[src/rtl/sntc_ldpc_iter_pkg.sv]
// Shared types for the LDPC iteration controller: FSM state encoding and
// the default number of fractional bits in the stall IIR accumulator.
package sntc_ldpc_iter_pkg;

    typedef enum logic [1:0] {
        ST_IDLE     = 2'd0,
        ST_ITER     = 2'd1,
        ST_WAIT_SYN = 2'd2,
        ST_DONE     = 2'd3
    } state_t;

    localparam int IIR_FRAC_DEF = 8;

endpackage

[src/rtl/sntc_ldpc_iter_ctrl_if.sv]
// Bundle of control/status signals between the iteration controller (slave)
// and the host plus datapath that drive it (master).
interface sntc_ldpc_iter_ctrl_if #(
    parameter int SUM_LEN = 8,
    parameter int HAM_LEN = 16
);
    logic               start_dec;
    logic [HAM_LEN-1:0] loop_max;
    logic [2:0]         stall_shift;
    logic [3:0]         stall_limit;
    logic               iter_start;
    logic               syn_valid;
    logic [SUM_LEN-1:0] sum_mm;
    logic               busy;
    logic               done;
    logic               pass_fail;
    logic               stalled;
    logic [HAM_LEN-1:0] iter_cnt;

    modport master (
        output start_dec, loop_max, stall_shift, stall_limit, syn_valid, sum_mm,
        input  iter_start, busy, done, pass_fail, stalled, iter_cnt
    );

    modport slave (
        input  start_dec, loop_max, stall_shift, stall_limit, syn_valid, sum_mm,
        output iter_start, busy, done, pass_fail, stalled, iter_cnt
    );
endinterface

[src/rtl/sntc_ldpc_stall_iir.sv]
// Smoothed syndrome-weight tracker: an IIR average of sum_mm and a counter of
// consecutive iterations that failed to improve on it. Built only when
// SNTC_ITER_STALL_DET_EN is defined.
module sntc_ldpc_stall_iir
    import sntc_ldpc_iter_pkg::*;
#(
    parameter int SUM_LEN  = 8,
    parameter int IIR_FRAC = IIR_FRAC_DEF
) (
    input  logic               clk,
    input  logic               clr,
    input  logic               init,
    input  logic               upd,
    input  logic [SUM_LEN-1:0] sum_mm,
    input  logic [2:0]         shift_in,
    input  logic [3:0]         limit_in,
    output logic               stall_hit
);

    localparam int W = SUM_LEN + IIR_FRAC;

    logic [W-1:0]   iir_q, iir_d;
    logic [3:0]     cnt_q, cnt_d;
    logic [3:0]     limit_q, limit_d;
    logic [2:0]     shift_q, shift_d;
    logic           first_q, first_d;

    logic [W-1:0]   target;
    logic signed [W:0] diff;
    logic signed [W:0] step;
    logic [3:0]     cnt_inc;

    // The first sample of a codeword only seeds the average; it cannot count
    // as a non-improving iteration because there is nothing to compare against.
    always_comb begin
        target    = {sum_mm, {IIR_FRAC{1'b0}}};
        diff      = $signed({1'b0, target}) - $signed({1'b0, iir_q});
        step      = diff >>> shift_q;
        cnt_inc   = (target >= iir_q) ? ((cnt_q == 4'hf) ? cnt_q : cnt_q + 4'd1) : 4'd0;
        stall_hit = (limit_q != 4'd0) && !first_q && (cnt_inc == limit_q);

        iir_d   = iir_q;
        cnt_d   = cnt_q;
        limit_d = limit_q;
        shift_d = shift_q;
        first_d = first_q;

        if (init) begin
            iir_d   = '0;
            cnt_d   = 4'd0;
            first_d = 1'b1;
            limit_d = limit_in;
            shift_d = shift_in;
        end else if (upd) begin
            first_d = 1'b0;
            if (first_q) begin
                iir_d = target;
            end else begin
                iir_d = W'($signed({1'b0, iir_q}) + step);
                cnt_d = cnt_inc;
            end
        end
    end

    always_ff @(posedge clk) begin
        if (clr) begin
            iir_q   <= '0;
            cnt_q   <= 4'd0;
            limit_q <= 4'd0;
            shift_q <= 3'd0;
            first_q <= 1'b1;
        end else begin
            iir_q   <= iir_d;
            cnt_q   <= cnt_d;
            limit_q <= limit_d;
            shift_q <= shift_d;
            first_q <= first_d;
        end
    end

endmodule

[src/rtl/sntc_ldpc_iter_ctrl.sv]
// LDPC decoder iteration controller: sequences iterations until convergence,
// loop limit or (with SNTC_ITER_STALL_DET_EN defined) IIR-based stall detection.
module sntc_ldpc_iter_ctrl
    import sntc_ldpc_iter_pkg::*;
#(
    parameter int MM       = 'h000a8,
    parameter int SUM_LEN  = $clog2(MM + 1),
    parameter int HAM_LEN  = 16,
    parameter int IIR_FRAC = IIR_FRAC_DEF
) (
    input logic                  clk,
    input logic                  clr,
    sntc_ldpc_iter_ctrl_if.slave bus
);

    state_t             state_q, state_d;
    logic [HAM_LEN-1:0] iter_cnt_q, iter_cnt_d;
    logic [HAM_LEN-1:0] loop_max_q, loop_max_d;
    logic [HAM_LEN-1:0] cnt_inc;
    logic               pass_fail_q, pass_fail_d;
    logic               stalled_q, stalled_d;
    logic               start_acc;
    logic               syn_upd;
    logic               stall_hit;

    assign cnt_inc = (iter_cnt_q == '1) ? iter_cnt_q : iter_cnt_q + HAM_LEN'(1);

`ifdef SNTC_ITER_STALL_DET_EN
    sntc_ldpc_stall_iir #(
        .SUM_LEN  (SUM_LEN),
        .IIR_FRAC (IIR_FRAC)
    ) u_stall (
        .clk       (clk),
        .clr       (clr),
        .init      (start_acc),
        .upd       (syn_upd),
        .sum_mm    (bus.sum_mm),
        .shift_in  (bus.stall_shift),
        .limit_in  (bus.stall_limit),
        .stall_hit (stall_hit)
    );
`else
    logic unused_cfg;
    assign unused_cfg = ^{bus.stall_shift, bus.stall_limit, start_acc, syn_upd};
    assign stall_hit  = 1'b0;
`endif

    // Termination checks are ordered: convergence beats the loop limit,
    // which beats stall detection.
    always_comb begin
        state_d     = state_q;
        iter_cnt_d  = iter_cnt_q;
        loop_max_d  = loop_max_q;
        pass_fail_d = pass_fail_q;
        stalled_d   = stalled_q;
        start_acc   = 1'b0;
        syn_upd     = 1'b0;

        case (state_q)
            ST_IDLE: begin
                if (bus.start_dec) begin
                    state_d     = ST_ITER;
                    start_acc   = 1'b1;
                    iter_cnt_d  = '0;
                    pass_fail_d = 1'b0;
                    stalled_d   = 1'b0;
                    loop_max_d  = (bus.loop_max == '0) ? HAM_LEN'(1) : bus.loop_max;
                end
            end
            ST_ITER: begin
                state_d = ST_WAIT_SYN;
            end
            ST_WAIT_SYN: begin
                if (bus.syn_valid) begin
                    syn_upd    = 1'b1;
                    iter_cnt_d = cnt_inc;
                    if (bus.sum_mm == '0) begin
                        state_d     = ST_DONE;
                        pass_fail_d = 1'b1;
                    end else if (cnt_inc == loop_max_q) begin
                        state_d = ST_DONE;
                    end else if (stall_hit) begin
                        state_d   = ST_DONE;
                        stalled_d = 1'b1;
                    end else begin
                        state_d = ST_ITER;
                    end
                end
            end
            ST_DONE: begin
                state_d = ST_IDLE;
            end
            default: begin
                state_d = ST_IDLE;
            end
        endcase
    end

    always_ff @(posedge clk) begin
        if (clr) begin
            state_q     <= ST_IDLE;
            iter_cnt_q  <= '0;
            loop_max_q  <= HAM_LEN'(1);
            pass_fail_q <= 1'b0;
            stalled_q   <= 1'b0;
        end else begin
            state_q     <= state_d;
            iter_cnt_q  <= iter_cnt_d;
            loop_max_q  <= loop_max_d;
            pass_fail_q <= pass_fail_d;
            stalled_q   <= stalled_d;
        end
    end

    assign bus.iter_start = (state_q == ST_ITER);
    assign bus.busy       = (state_q == ST_ITER) || (state_q == ST_WAIT_SYN);
    assign bus.done       = (state_q == ST_DONE);
    assign bus.pass_fail  = pass_fail_q;
    assign bus.stalled    = stalled_q;
    assign bus.iter_cnt   = iter_cnt_q;

endmodule

[src/flat_wrapper.sv]
// flat-port wrapper written by rule: the top's interface ports become plain ports
module sntc_ldpc_iter_ctrl_flat import sntc_ldpc_iter_pkg::*;
#(
    parameter int MM       = 'h000a8,
    parameter int SUM_LEN  = $clog2(MM + 1),
    parameter int HAM_LEN  = 16,
    parameter int IIR_FRAC = IIR_FRAC_DEF
)
  (clk, clr, bus_start_dec, bus_loop_max, bus_stall_shift, bus_stall_limit, bus_syn_valid, bus_sum_mm, bus_iter_start, bus_busy, bus_done, bus_pass_fail, bus_stalled, bus_iter_cnt);
  sntc_ldpc_iter_ctrl_if #(.SUM_LEN(SUM_LEN), .HAM_LEN(HAM_LEN)) bus_i ();
  input logic clk;
  input logic clr;
  input wire logic [$bits(bus_i.start_dec)-1:0] bus_start_dec;
  input wire logic [$bits(bus_i.loop_max)-1:0] bus_loop_max;
  input wire logic [$bits(bus_i.stall_shift)-1:0] bus_stall_shift;
  input wire logic [$bits(bus_i.stall_limit)-1:0] bus_stall_limit;
  input wire logic [$bits(bus_i.syn_valid)-1:0] bus_syn_valid;
  input wire logic [$bits(bus_i.sum_mm)-1:0] bus_sum_mm;
  output wire logic [$bits(bus_i.iter_start)-1:0] bus_iter_start;
  output wire logic [$bits(bus_i.busy)-1:0] bus_busy;
  output wire logic [$bits(bus_i.done)-1:0] bus_done;
  output wire logic [$bits(bus_i.pass_fail)-1:0] bus_pass_fail;
  output wire logic [$bits(bus_i.stalled)-1:0] bus_stalled;
  output wire logic [$bits(bus_i.iter_cnt)-1:0] bus_iter_cnt;
  assign bus_i.start_dec = bus_start_dec;
  assign bus_i.loop_max = bus_loop_max;
  assign bus_i.stall_shift = bus_stall_shift;
  assign bus_i.stall_limit = bus_stall_limit;
  assign bus_i.syn_valid = bus_syn_valid;
  assign bus_i.sum_mm = bus_sum_mm;
  assign bus_iter_start = bus_i.iter_start;
  assign bus_busy = bus_i.busy;
  assign bus_done = bus_i.done;
  assign bus_pass_fail = bus_i.pass_fail;
  assign bus_stalled = bus_i.stalled;
  assign bus_iter_cnt = bus_i.iter_cnt;
  sntc_ldpc_iter_ctrl #(.MM(MM), .SUM_LEN(SUM_LEN), .HAM_LEN(HAM_LEN), .IIR_FRAC(IIR_FRAC)) u_core (.clk(clk), .clr(clr), .bus(bus_i));
endmodule
[config.mk]
export PLATFORM = sky130hd
export DESIGN_NAME = sntc_ldpc_iter_ctrl_flat
export DESIGN_NICKNAME = d
export VERILOG_FILES = /design/src/rtl/sntc_ldpc_iter_pkg.sv /design/src/rtl/sntc_ldpc_iter_ctrl_if.sv /design/src/rtl/sntc_ldpc_stall_iir.sv /design/src/rtl/sntc_ldpc_iter_ctrl.sv /design/src/flat_wrapper.sv
export SDC_FILE = /design/constraint.sdc
export NUM_CORES = 1
export LEC_CHECK = 0
export ABC_AREA = 1
export BUFFER_PORTS_ARGS = -buffer_cell sky130_fd_sc_hd__buf_4
export CELL_PAD_IN_SITES_DETAIL_PLACEMENT = 0
export CELL_PAD_IN_SITES_GLOBAL_PLACEMENT = 1
export CORE_MARGIN = 5
export CORE_UTILIZATION = 36
export DETAILED_ROUTE_END_ITERATION = 8
export GPL_TIMING_DRIVEN = 0
export PLACE_DENSITY = 0.82
export SYNTH_ARGS = -nofsm -noshare
export SYNTH_HDL_FRONTEND = slang
export SYNTH_SLANG_ARGS = --single-unit
[constraint.sdc]
create_clock -name clk -period 2.4 [get_ports clk]
set_input_delay 0.48 -clock clk [delete_from_list [all_inputs] [get_ports clk]]
set_output_delay 0.48 -clock clk [all_outputs]
set_load 0.01 [all_outputs]
==> reports/metrics.cfg, run 1 <==
[die]
std_cell_rows = 28
start_util_pct = 37.2
dieArea_mm2 = 0.00783
die_x_um = 88.5
pin_count = 56
die_h_um = 88.5
core_area_mm2 = 0.00596

[cts]
insertion_delay_ns = 0.29
holdBufCountCts = 0
clock_path_buffers = 2
clkTransAtPathRegs_ns = 0.07
root_buffer = clkbuf_8
htree_levels = 2
cts_buffers = 5
cts.sinks = 35
cts_tree = yes

[setup_path]
startpoint_type = flip-flop
critPathKind = reg -> reg
worstPathArrival_ns = 2.34
cp.required_ns = 2.56
cpMaxStageDelayCell = dfxtp_1
path_buf_inv = 4
critPathMaxFanout = 10
cp_slowest_stage_delay_ns = 0.38
path_cells = inv_1 > ha_1 > inv_1 > o22ai_1 > a21oi_1 > clkinv_1 > clkbuf_1 > nand2_1 > a21oi_1
endpoint_kind = flip-flop
crit_family = buffers and inverters

[global_routing]
grt_pass1_vias = 2164
grt_pass1_wl_um = 10400
antenna_found_initial = 0
grt_usage_pct = 17.2
overflow = 0
grt_max_degree = 12

[logic_synthesis]
synth_top_area_share_pct = 31.6
yosysMostFrequentCell = nand2_1
ys_warn_count = 0
synth_edf_count = 0
ys_seq_elements = 35
syn_inst = 358
synthXorXnorAreaFrac_pct = 1.19
netlist_top_cells_area = dfxtp_1 (32%), nand2_1 (22%), inv_1 (6.6%)
synth.avg_cell_area_um2 = 6.19
synth_compound_area_share_pct = 13.0
synthAdderAreaFrac_pct = 2.82
synth_common_cells = nand2_1 (127), inv_1 (39), nor2_1 (37)
synth-async-reset-ratio_pct = 0
synth_top_family_by_area = simple AND/OR/NAND/NOR gates
synth-main-ff-cell = dfxtp_1
synth_fp_nets = 398
synth.distinct_cells = 32
synthMuxAreaShare_pct = 0
syn_area_mm2 = 0.00222
synth_top_cell_by_area = dfxtp_1
yosysSeqAreaShare_pct = 31.6
synthSimpleGateAreaFrac_pct = 41.3

[drt]
num_vias = 2325
wire_per_inst_um = 12.7
drt-total-wl_um = 6150
viasPerCell = 4.78
drtIter0Drc = 148
ant_nets = 0
drcViolationCount = 0
drt_pass1_iterations = 4

[power]
p_seq_share_pct = 38.3
p_leak_uw = 0.00127
ir_drop_mv = 0.333
p_clk_share_pct = 29.8
p_total_uw = 1850
p_switching_uw = 639
switching_share_pct = 34.6
p_int_uw = 1210
powerDensity_mw_per_mm2 = 666
p_comb_share_pct = 31.9

[sta]
final_max_slew_viol_count = 0
setup-tns-final_ns = 0
skew_ns = 0.00652
fin_crit_ns = 2.18
max-slew-margin-rel_pct = 58.8
finalCritPeriodShare_pct = 90.8
rsz0062_at_grt = no
setup_viol = 0
worst_slew_pin_slew_ns = 0.617
final_hold_viol_count = 0
fmax_ghz = 0.459

[flow_run]
timing.max_cap.violations = 0

[min_path]
hold_class = in -> reg

[placement]
hpwl_um = 5030
gp_congestion = 0.867
port_buffers = 46

[final_layout]
nFillCells = 642
nNetsFinal = 450
area_growth_pct = 25.2
diodes = 0
drive_gt1_share_pct = 17.5

[outcome]
outcome = complete, no violations

[metrics by stage]
stage / utilization [%] / cell area, µm² / hold slack [ns] / setup WS (ns) / std cells
after floorplan: - / 2220 / 0.454 / 0.515 / 358
after detailed placement: 44.6 / 2660 / 0.477 / 0.204 / 479
final: 46.6 / 2780 / 0.488 / 0.221 / 486
after CTS: 46.6 / 2770 / 0.473 / 0.196 / 487
after global routing: 46.6 / 2780 / 0.484 / 0.0201 / 486
after global placement: 44.6 / 2660 / 0.471 / 0.214 / 479
[state kept, by name, indices dropped and copies added (netlist names)]
register,cells
u_core.bus.iter_cnt,16
u_core.loop_max_q,16
u_core.bus.pass_fail,1
u_core.state_q,2
[path summary, 6_finish.rpt]
kind	from	endpoint	slack (ns)	cells after the start
worst max-delay path	u_core.state_q[0]	u_core.bus.iter_cnt[8]	0.22	9
worst min register to register	u_core.loop_max_q[12]	u_core.loop_max_q[12]	0.49	2
worst max register to register	u_core.state_q[0]	u_core.bus.iter_cnt[8]	0.22	9
worst min-delay path	bus_loop_max[2]	u_core.loop_max_q[2]	0.49	3
[routing by layer]
layer	global-route usage, %	vias up	share of wire [%]
li1	-	1255	-
met1	23.3	1016	50
met2	27.5	50	44
met3	3.07	4	5.4
met4	6.18	0	0.80
met5	0	-	0
[worst reg2reg max path: cells and delay by family, from the launching register on]
family	cells	cell delay (ns)
fa+ha+maj	1	0.21
compound gates	3	0.43
flops	1	0.38
buf+inv	4	0.90
simple gates	1	0.13
[cell usage in the layout (no fill, tap or decap), drive strengths merged, types with 2 or more instances in the layout]
master    n
nand2   130
buf      51
nor2     41
inv      40
dfxtp    35
nand3    30
a21oi    19
a211oi   16
clkbuf   12
nor4      6
nand4     6
o21bai    5
ha        5
o21ai     4
clkinv    3
xor2      2
[kinds of logic (layout without fill, tap and decap cells)]
| family | count (synthesis) | after routing |
|---|---|---|
| compound gates | 46 | 46 |
| xor+xnor | 3 | 3 |
| fa+ha+maj | 5 | 5 |
| buf+inv | 54 | 107 |
| flops | 35 | 35 |
| other cells | 1 | 1 |
| simple gates | 214 | 214 |
[power by group through the flow]
stage / sequential, µW / clock, µW / combinational, µW
2_1_floorplan: 710 / 0 / 403
3_3_place_gp: 718 / 0 / 596
3_5_place_dp: 720 / 0 / 597
4_1_cts: 707 / 563 / 602
5_1_grt: 720 / 599 / 671
6_report: 707 / 551 / 591
[cell type report]
type / count / area [µm²] / area share (%)
Tap cell: 75 / 93.8 / 3.38
Multi-Input combinational cell: 269 / 1300 / 47.0
Sequential cell: 35 / 701 / 25.2
Clock buffer: 6 / 82.6 / 2.97
Clock inverter: 2 / 35.0 / 1.26
Buffer: 11 / 56.3 / 2.03
Inverter: 42 / 159 / 5.72
Timing Repair Buffer: 46 / 345 / 12.4
[what timing repair did]
action                                 4_1_cts  5_1_grt
setup endpoints to repair                    0        2
endpoints found under the hold margin        0        0
setup buffers                                0        0
gates resized for setup                      0        2
Note: power is estimated with default switching activity, not from simulation.
==> run 2: changes to the inputs <==
Settings changed: ABC_AREA 1 to not set, CORE_UTILIZATION 36 to 38.
==> run 2 against run 1 <==
  * Maximum frequency is 3.5% lower
  * Final cell count is 9.7% lower
  * Global-route usage is 3.0 points higher
  * Worst setup slack worse by 0.080 ns
  * First-iteration DRC count is 2.7% higher
  * Sequential share of layout area is 0.76 points lower
  * Clock power is 15% lower
  * Critical path depth stayed put
  * Clock-buffer cell count is 1 lower
  * Highest routed layer unchanged
==> reports/metrics.cfg, run 2 <==
[outcome]
outcome = complete, no violations

[cts]
holdBufCountCts = 0  ; unchanged
insertion_delay_ns = 0.30  ; about the same
clkTransAtPathRegs_ns = 0.09  ; +0.02 ns
cts.sinks = 35  ; unchanged
htree_levels = 2  ; unchanged
clock_path_buffers = 2  ; unchanged
cts_tree = yes
root_buffer = clkbuf_8
cts_buffers = 5  ; unchanged

[sta]
fmax_ghz = 0.443  ; -3.5%
fin_crit_ns = 2.26  ; +0.0795 ns
max-slew-margin-rel_pct = 30.6  ; -28 points
skew_ns = 0.00983  ; +0.00332 ns
finalCritPeriodShare_pct = 94.1  ; +3.3 points
setup-tns-final_ns = 0  ; unchanged
setup_viol = 0  ; unchanged
final_max_slew_viol_count = 0  ; unchanged
final_hold_viol_count = 0  ; unchanged
worst_slew_pin_slew_ns = 1.03  ; +0.413 ns

[die]
dieArea_mm2 = 0.00776  ; -0.91%
start_util_pct = 39.1  ; +1.9 points
core_area_mm2 = 0.00592  ; -0.59%
std_cell_rows = 28  ; unchanged
pin_count = 56  ; unchanged
die_h_um = 88.1  ; -0.46%
die_x_um = 88.1  ; -0.46%

[final_layout]
nFillCells = 584  ; -9.0%
drive_gt1_share_pct = 21.2  ; +3.6 points
area_growth_pct = 24.5
final_common_cell = nand2_1
nNetsFinal = 403  ; -10%
diodes = 0  ; unchanged
layout_common_cells = nand2_1 (55), buf_4 (53), a21oi_1 (33), dfxtp_1 (33), nor2_1 (21)
final_util_pct = 48.7  ; +2.1 points

[logic_synthesis]
ys_seq_elements = 35  ; unchanged
synth_fp_nets = 350  ; -12%
syn_area_mm2 = 0.00232  ; +4.5%
synth_top_cell_by_area = dfxtp_1
synth.avg_cell_area_um2 = 7.47  ; +21%
synth-async-reset-ratio_pct = 0  ; unchanged
yosysSeqAreaShare_pct = 30.3  ; -1.3 points
synth-main-ff-cell = dfxtp_1
synth_common_cells = nand2_1 (55), dfxtp_1 (35), a21oi_1 (33)
netlist_top_cells_area = dfxtp_1 (30%), nand2_1 (8.9%), a21oi_1 (7.1%)
ys_warn_count = 0  ; unchanged
synth_top_area_share_pct = 30.3  ; -1.3 points
yosysMostFrequentCell = nand2_1
synth_edf_count = 0  ; unchanged
synth.distinct_cells = 50  ; +56%
syn_inst = 310  ; -13%

[power]
ir_drop_mv = 0.454  ; +36%
powerDensity_mw_per_mm2 = 659  ; -1.1%
p_leak_uw = 0.00117  ; -8.0%

[setup_path]
startpoint_type = flip-flop
cp.required_ns = 2.64  ; +0.08 ns
endpoint_kind = flip-flop
r2r_cells = 9  ; unchanged
r2r_slack_ns = 0.14  ; -0.08 ns
critPathMaxFanout = 10  ; unchanged
critPathKind = reg -> reg
worstPathArrival_ns = 2.49  ; +0.15 ns

[global_routing]
antenna_found_initial = 0  ; unchanged
grt_max_degree = 14  ; +2
overflow = 0  ; unchanged
grt_pass1_vias = 2346  ; +8.4%
grt_usage_pct = 20.2  ; +3.0 points
grt_pass1_wl_um = 12000  ; +16%

[drt]
drt-total-wl_um = 7290  ; +18%
drtIter0Drc = 152  ; +2.7%
viasPerCell = 5.52  ; +15%
ant_nets = 0  ; unchanged
wire_per_inst_um = 16.6  ; +31%
num_vias = 2423  ; +4.2%
drcViolationCount = 0  ; unchanged
drt_pass1_iterations = 6  ; +2

[min_path]
hold_class = in -> reg
whs_path_depth = 3  ; unchanged

[placement]
port_buffers = 46  ; unchanged
hpwl_um = 5510  ; +9.6%
gp_congestion = 0.935  ; +7.8%

[flow_run]
timing.max_cap.violations = 0  ; unchanged

[run 2: final timing paths]
check,from,end
worst min-delay path,bus_loop_max[2],u_core.loop_max_q[2]
worst min register to register,u_core.loop_max_q[13],u_core.loop_max_q[13]
worst max-delay path,u_core.bus.iter_cnt[12],u_core.state_q[1]
worst max register to register,u_core.bus.iter_cnt[12],u_core.state_q[1]
[run 2: worst max-delay path: stages, from the launching register on]
cell and delay [ns]:
dfxtp_1 0.35, buf_2 0.23, and4_1 0.23, buf_6 0.13
nand4_4 0.18, and3_1 0.23, o21ai_1 0.21, o211ai_1 0.14
a2111o_1 0.35, o21ai_1 0.13
[run 2: cell families after synthesis]
logic type | after synthesis | synth area share (%)
simple gates | 151 | 33.0
buf+inv | 26 | 6.43
flops | 35 | 30.3
other cells | 1 | 0.162
compound gates | 70 | 18.8
xor+xnor | 16 | 6.05
mux | 6 | 2.59
fa+ha+maj | 5 | 2.70
[run 2: stage by stage]
stage	cell area (µm²)	power, µW	hold WS, ns	worst slack [ns]	cells
final	2880	1900	0.430	0.141	439
after floorplan	2320	1170	0.445	0.284	310
after global placement	2760	1410	0.470	-0.142	431
after detailed placement	2760	1420	0.473	-0.174	431
after CTS	2860	1890	0.423	0.0418	439
after global routing	2880	2030	0.439	-0.00601	439
[run 2: power breakdown]
group / leakage (µW) / switching, µW / internal, µW
registers: 0.000286 / 79.5 / 643
clock network: 0.0000408 / 259 / 208
logic: 0.000845 / 431 / 279
[run 2: layout make-up]
cell class | instances | area (µm²) | area share [%]
sequential | 35 | 706 | 24.5
clock buffer | 5 | 68.8 | 2.39
clock inverter | 3 | 23.8 | 0.825
multi-input combinational | 249 | 1490 | 51.7
timing repair buffer | 46 | 345 | 12.0
buffer | 23 | 143 | 4.95
tap | 75 | 93.8 | 3.26
inverter | 3 | 11.3 | 0.391
[run 2: timing repair]
item | 4_1_cts | 5_1_grt
setup endpoints to repair | 11 | 14
resized for setup | 6 | 7
buffers inserted | 0 | 0
[run 2: routing by layer]
metal / GRT usage, % / wire length [µm]
met2: 31.6 / 3250
met4: 8.79 / 259
met3: 3.39 / 350
met5: 0 / 0
met1: 27.4 / 3430
==> run 3: changes to the inputs <==
Settings changed: CORE_UTILIZATION 38 to 39, PLACE_DENSITY 0.82 to 0.83, SYNTH_HIERARCHICAL set to 1.
==> run 3 against run 2 <==
  * Routed wire length fell by 0.45%
  * Synthesized area up 1.9%
  * Non-clock buffer count increased by 15
==> reports/metrics.cfg, run 3 <==
[drt]
drcViolationCount = 0  ; unchanged
wire_per_inst_um = 15.9  ; -4.0%
drtIter0Drc = 254  ; +67%
ant_nets = 0  ; unchanged
num_vias = 2603  ; +7.4%
viasPerCell = 5.72  ; +3.7%
drt_pass1_iterations = 5  ; -1
drt-total-wl_um = 7250  ; -0.45%

[sta]
final_hold_viol_count = 0  ; unchanged
max-slew-margin-rel_pct = 58.8  ; +28 points
postLayoutSetupSlackWorst_ns = 0.122  ; -0.0195 ns
fin_crit_ns = 2.28  ; +0.0194 ns
setup_viol = 0  ; unchanged
worst_slew_pin_slew_ns = 0.618  ; -0.412 ns
final_max_slew_viol_count = 0  ; unchanged
fmax_ghz = 0.439  ; -0.85%
finalCritPeriodShare_pct = 94.9  ; +0.81 points
skew_ns = 0.0157  ; +0.00590 ns
setup-tns-final_ns = 0  ; unchanged

[final_layout]
area_growth_pct = 33.4
nFillCells = 601  ; +2.9%
fin_area_mm2 = 0.00315  ; +9.2%
drive_gt1_share_pct = 29.2  ; +8.1 points
instances_no_fill = 455  ; +3.6%
nNetsFinal = 420  ; +4.2%
diodes = 0  ; unchanged
final_common_cell = buf_4
layout_common_cells = buf_4 (66), nand2_1 (45), a21oi_1 (32), dfxtp_1 (32), nor2_1 (22)

[logic_synthesis]
syn_inst = 311  ; +0.32%
netlist_top_cells_area = dfxtp_1 (30%), a21oi_1 (7.2%), nand2_1 (7.2%)
synth-main-ff-cell = dfxtp_1
synth_compound_area_share_pct = 23.1  ; +4.3 points
synthXorXnorAreaFrac_pct = 5.94  ; -0.12 points
ys_seq_elements = 35  ; unchanged
ys_warn_count = 6  ; +6
yosysMostFrequentCell = nand2_1
synth_top_cell_by_area = dfxtp_1
synth_edf_count = 0  ; unchanged
synth.avg_cell_area_um2 = 7.59  ; +1.6%
synthMuxAreaShare_pct = 0.848  ; -1.7 points
synth_common_cells = nand2_1 (45), dfxtp_1 (35), a21oi_1 (34)
synth_top_family_by_area = simple AND/OR/NAND/NOR gates
syn_area_mm2 = 0.00236  ; +1.9%
synth_top_area_share_pct = 29.7  ; -0.58 points
synth_fp_nets = 352  ; +0.57%
synthSimpleGateAreaFrac_pct = 30.9  ; -2.1 points
synth.distinct_cells = 56  ; +12%
synthAdderAreaFrac_pct = 3.18  ; +0.48 points
synth-async-reset-ratio_pct = 0  ; unchanged
yosysSeqAreaShare_pct = 29.7  ; -0.58 points

[setup_path]
worstPathArrival_ns = 2.45  ; -0.04 ns
cpMaxStageDelayCell = dfxtp_1
r2r_cells = 8  ; -1
critPathMaxFanout = 7  ; -3
crit_family = compound AO/OA/AOI/OAI gates
critPathKind = reg -> reg
path_cells = nand4_4 > or3_4 > buf_6 > o2111ai_4 > nor2_1 > a211o_1 > a31oi_2 > o31ai_1
startpoint_type = flip-flop
cp_slowest_stage_delay_ns = 0.46  ; +0.11 ns
cp.required_ns = 2.57  ; -0.07 ns
path_depth = 8  ; -1
path_buf_inv = 1  ; -1
endpoint_kind = flip-flop

[cts]
clkTransAtPathRegs_ns = 0.09  ; about the same
htree_levels = 2  ; unchanged
cts.sinks = 35  ; unchanged
insertion_delay_ns = 0.30  ; about the same
holdBufCountCts = 0  ; unchanged
cts_tree = yes
clock_path_buffers = 2  ; unchanged
cts_buffers = 5  ; unchanged
root_buffer = clkbuf_8

[global_routing]
grt_usage_pct = 19.0  ; -1.2 points
overflow = 0  ; unchanged
antenna_found_initial = 0  ; unchanged
grt_pass1_wl_um = 11300  ; -5.3%
grt_max_degree = 14  ; unchanged
grt_pass1_vias = 2346  ; unchanged

[power]
p_seq_share_pct = 36.9  ; -1.2 points
ir_drop_mv = 0.347  ; -24%
powerDensity_mw_per_mm2 = 629  ; -4.5%
p_switching_uw = 785  ; +2.1%
p_total_uw = 1980  ; +4.3%
switching_share_pct = 39.6  ; -0.87 points
p_int_uw = 1200  ; +5.8%
p_comb_share_pct = 40.5  ; +3.1 points
p_clk_share_pct = 22.5  ; -2.1 points
p_leak_uw = 0.00123  ; +5.0%

[die]
core_area_mm2 = 0.00592  ; unchanged
start_util_pct = 39.9  ; +0.76 points
die_x_um = 87.8  ; -0.30%
die_h_um = 87.8  ; -0.30%
std_cell_rows = 28  ; unchanged
pin_count = 56  ; unchanged
dieArea_mm2 = 0.00771  ; -0.60%

[placement]
port_buffers = 46  ; unchanged
hpwl_um = 5250  ; -4.7%
post_dp_cell_area_mm2 = 0.00280  ; +1.6%
place_ws_ns = -0.217  ; -0.0424 ns
place_inst = 432  ; +0.23%
gp_congestion = 0.922  ; -1.5%

[min_path]
hold_class = in -> reg
whs_path_depth = 3  ; unchanged

[flow_run]
timing.max_cap.violations = 0  ; unchanged

[outcome]
outcome = complete, no violations

## run 3: cell count changes in the layout (fill, tap and decap cells not counted), moves of 3 or more
cell	change
nand2_1	-10
buf_4	+13
nand3_1	-6
a211oi_1	-3
and3_1	-4
inv_1	+4
o21ai_0	+12
and2_1	-3
nor3b_1	+4
nor3_1	-5
clkbuf_1	+3
nand2b_1	-3
mux2i_1	-4
## run 3: worst register-to-register path, stage by stage (launching register included)
cell	delay (ns)
dfxtp_1	0.46
nand4_4	0.19
or3_4	0.41
buf_6	0.16
o2111ai_4	0.23
nor2_1	0.07
a211o_1	0.30
a31oi_2	0.24
o31ai_1	0.10
## run 3: power groups by stage
stage	sequential [µW]	clock [µW]	combinational, µW
finish	732	446	803
global route	743	489	904
CTS	728	466	779
detailed placement	741	0	787
global placement	740	0	778
floorplan	717	0	560
## run 3: worst paths after layout
path / start / to / slack (ns)
worst max-delay path: u_core/bus.iter_cnt[11] / u_core/state_q[1] / 0.12
worst min-delay path: bus_loop_max[13] / u_core/loop_max_q[13] / 0.44
worst max register to register: u_core/bus.iter_cnt[11] / u_core/state_q[1] / 0.12
worst min register to register: u_core/loop_max_q[10] / u_core/loop_max_q[10] / 0.47
## run 3: cells by family (layout without fill, tap and decap cells)
| family | after synthesis | count (layout) |
|---|---|---|
| fa+ha+maj | 6 | 6 |
| buf+inv | 30 | 99 |
| simple gates | 137 | 137 |
| flops | 35 | 35 |
| compound gates | 84 | 84 |
| xor+xnor | 16 | 16 |
| other cells | 1 | 1 |
| mux | 2 | 2 |
## run 3: per-stage QoR
stage          utilization, %  hold WS, ns
6_report                 53.2        0.439
5_1_grt                  53.2        0.441
4_1_cts                  49.1        0.425
3_5_place_dp             47.3        0.464
3_3_place_gp             47.3        0.458
2_1_floorplan               -        0.448
## run 3: routing by layer
metal	up-vias	track usage, %	routed length (µm)
met1	1208	24.8	3160
met5	-	0	0
met3	13	3.01	428
met2	118	31.8	3530
li1	1264	-	-
met4	0	6.28	126
## run 3: what timing repair did
item	CTS	global route
setup buffers	0	16
setup endpoints to repair	6	8
resized for setup	5	28
pin swaps	0	10
## run 3: layout make-up
type / instances / area (µm²) / area share, %
Timing Repair Buffer: 62 / 465 / 14.8
Sequential cell: 35 / 707 / 22.4
Tap cell: 75 / 93.8 / 2.98
Buffer: 22 / 128 / 4.05
Inverter: 7 / 26.3 / 0.834
Clock inverter: 3 / 25.0 / 0.795
Multi-Input combinational cell: 246 / 1640 / 51.9
Clock buffer: 5 / 68.8 / 2.19
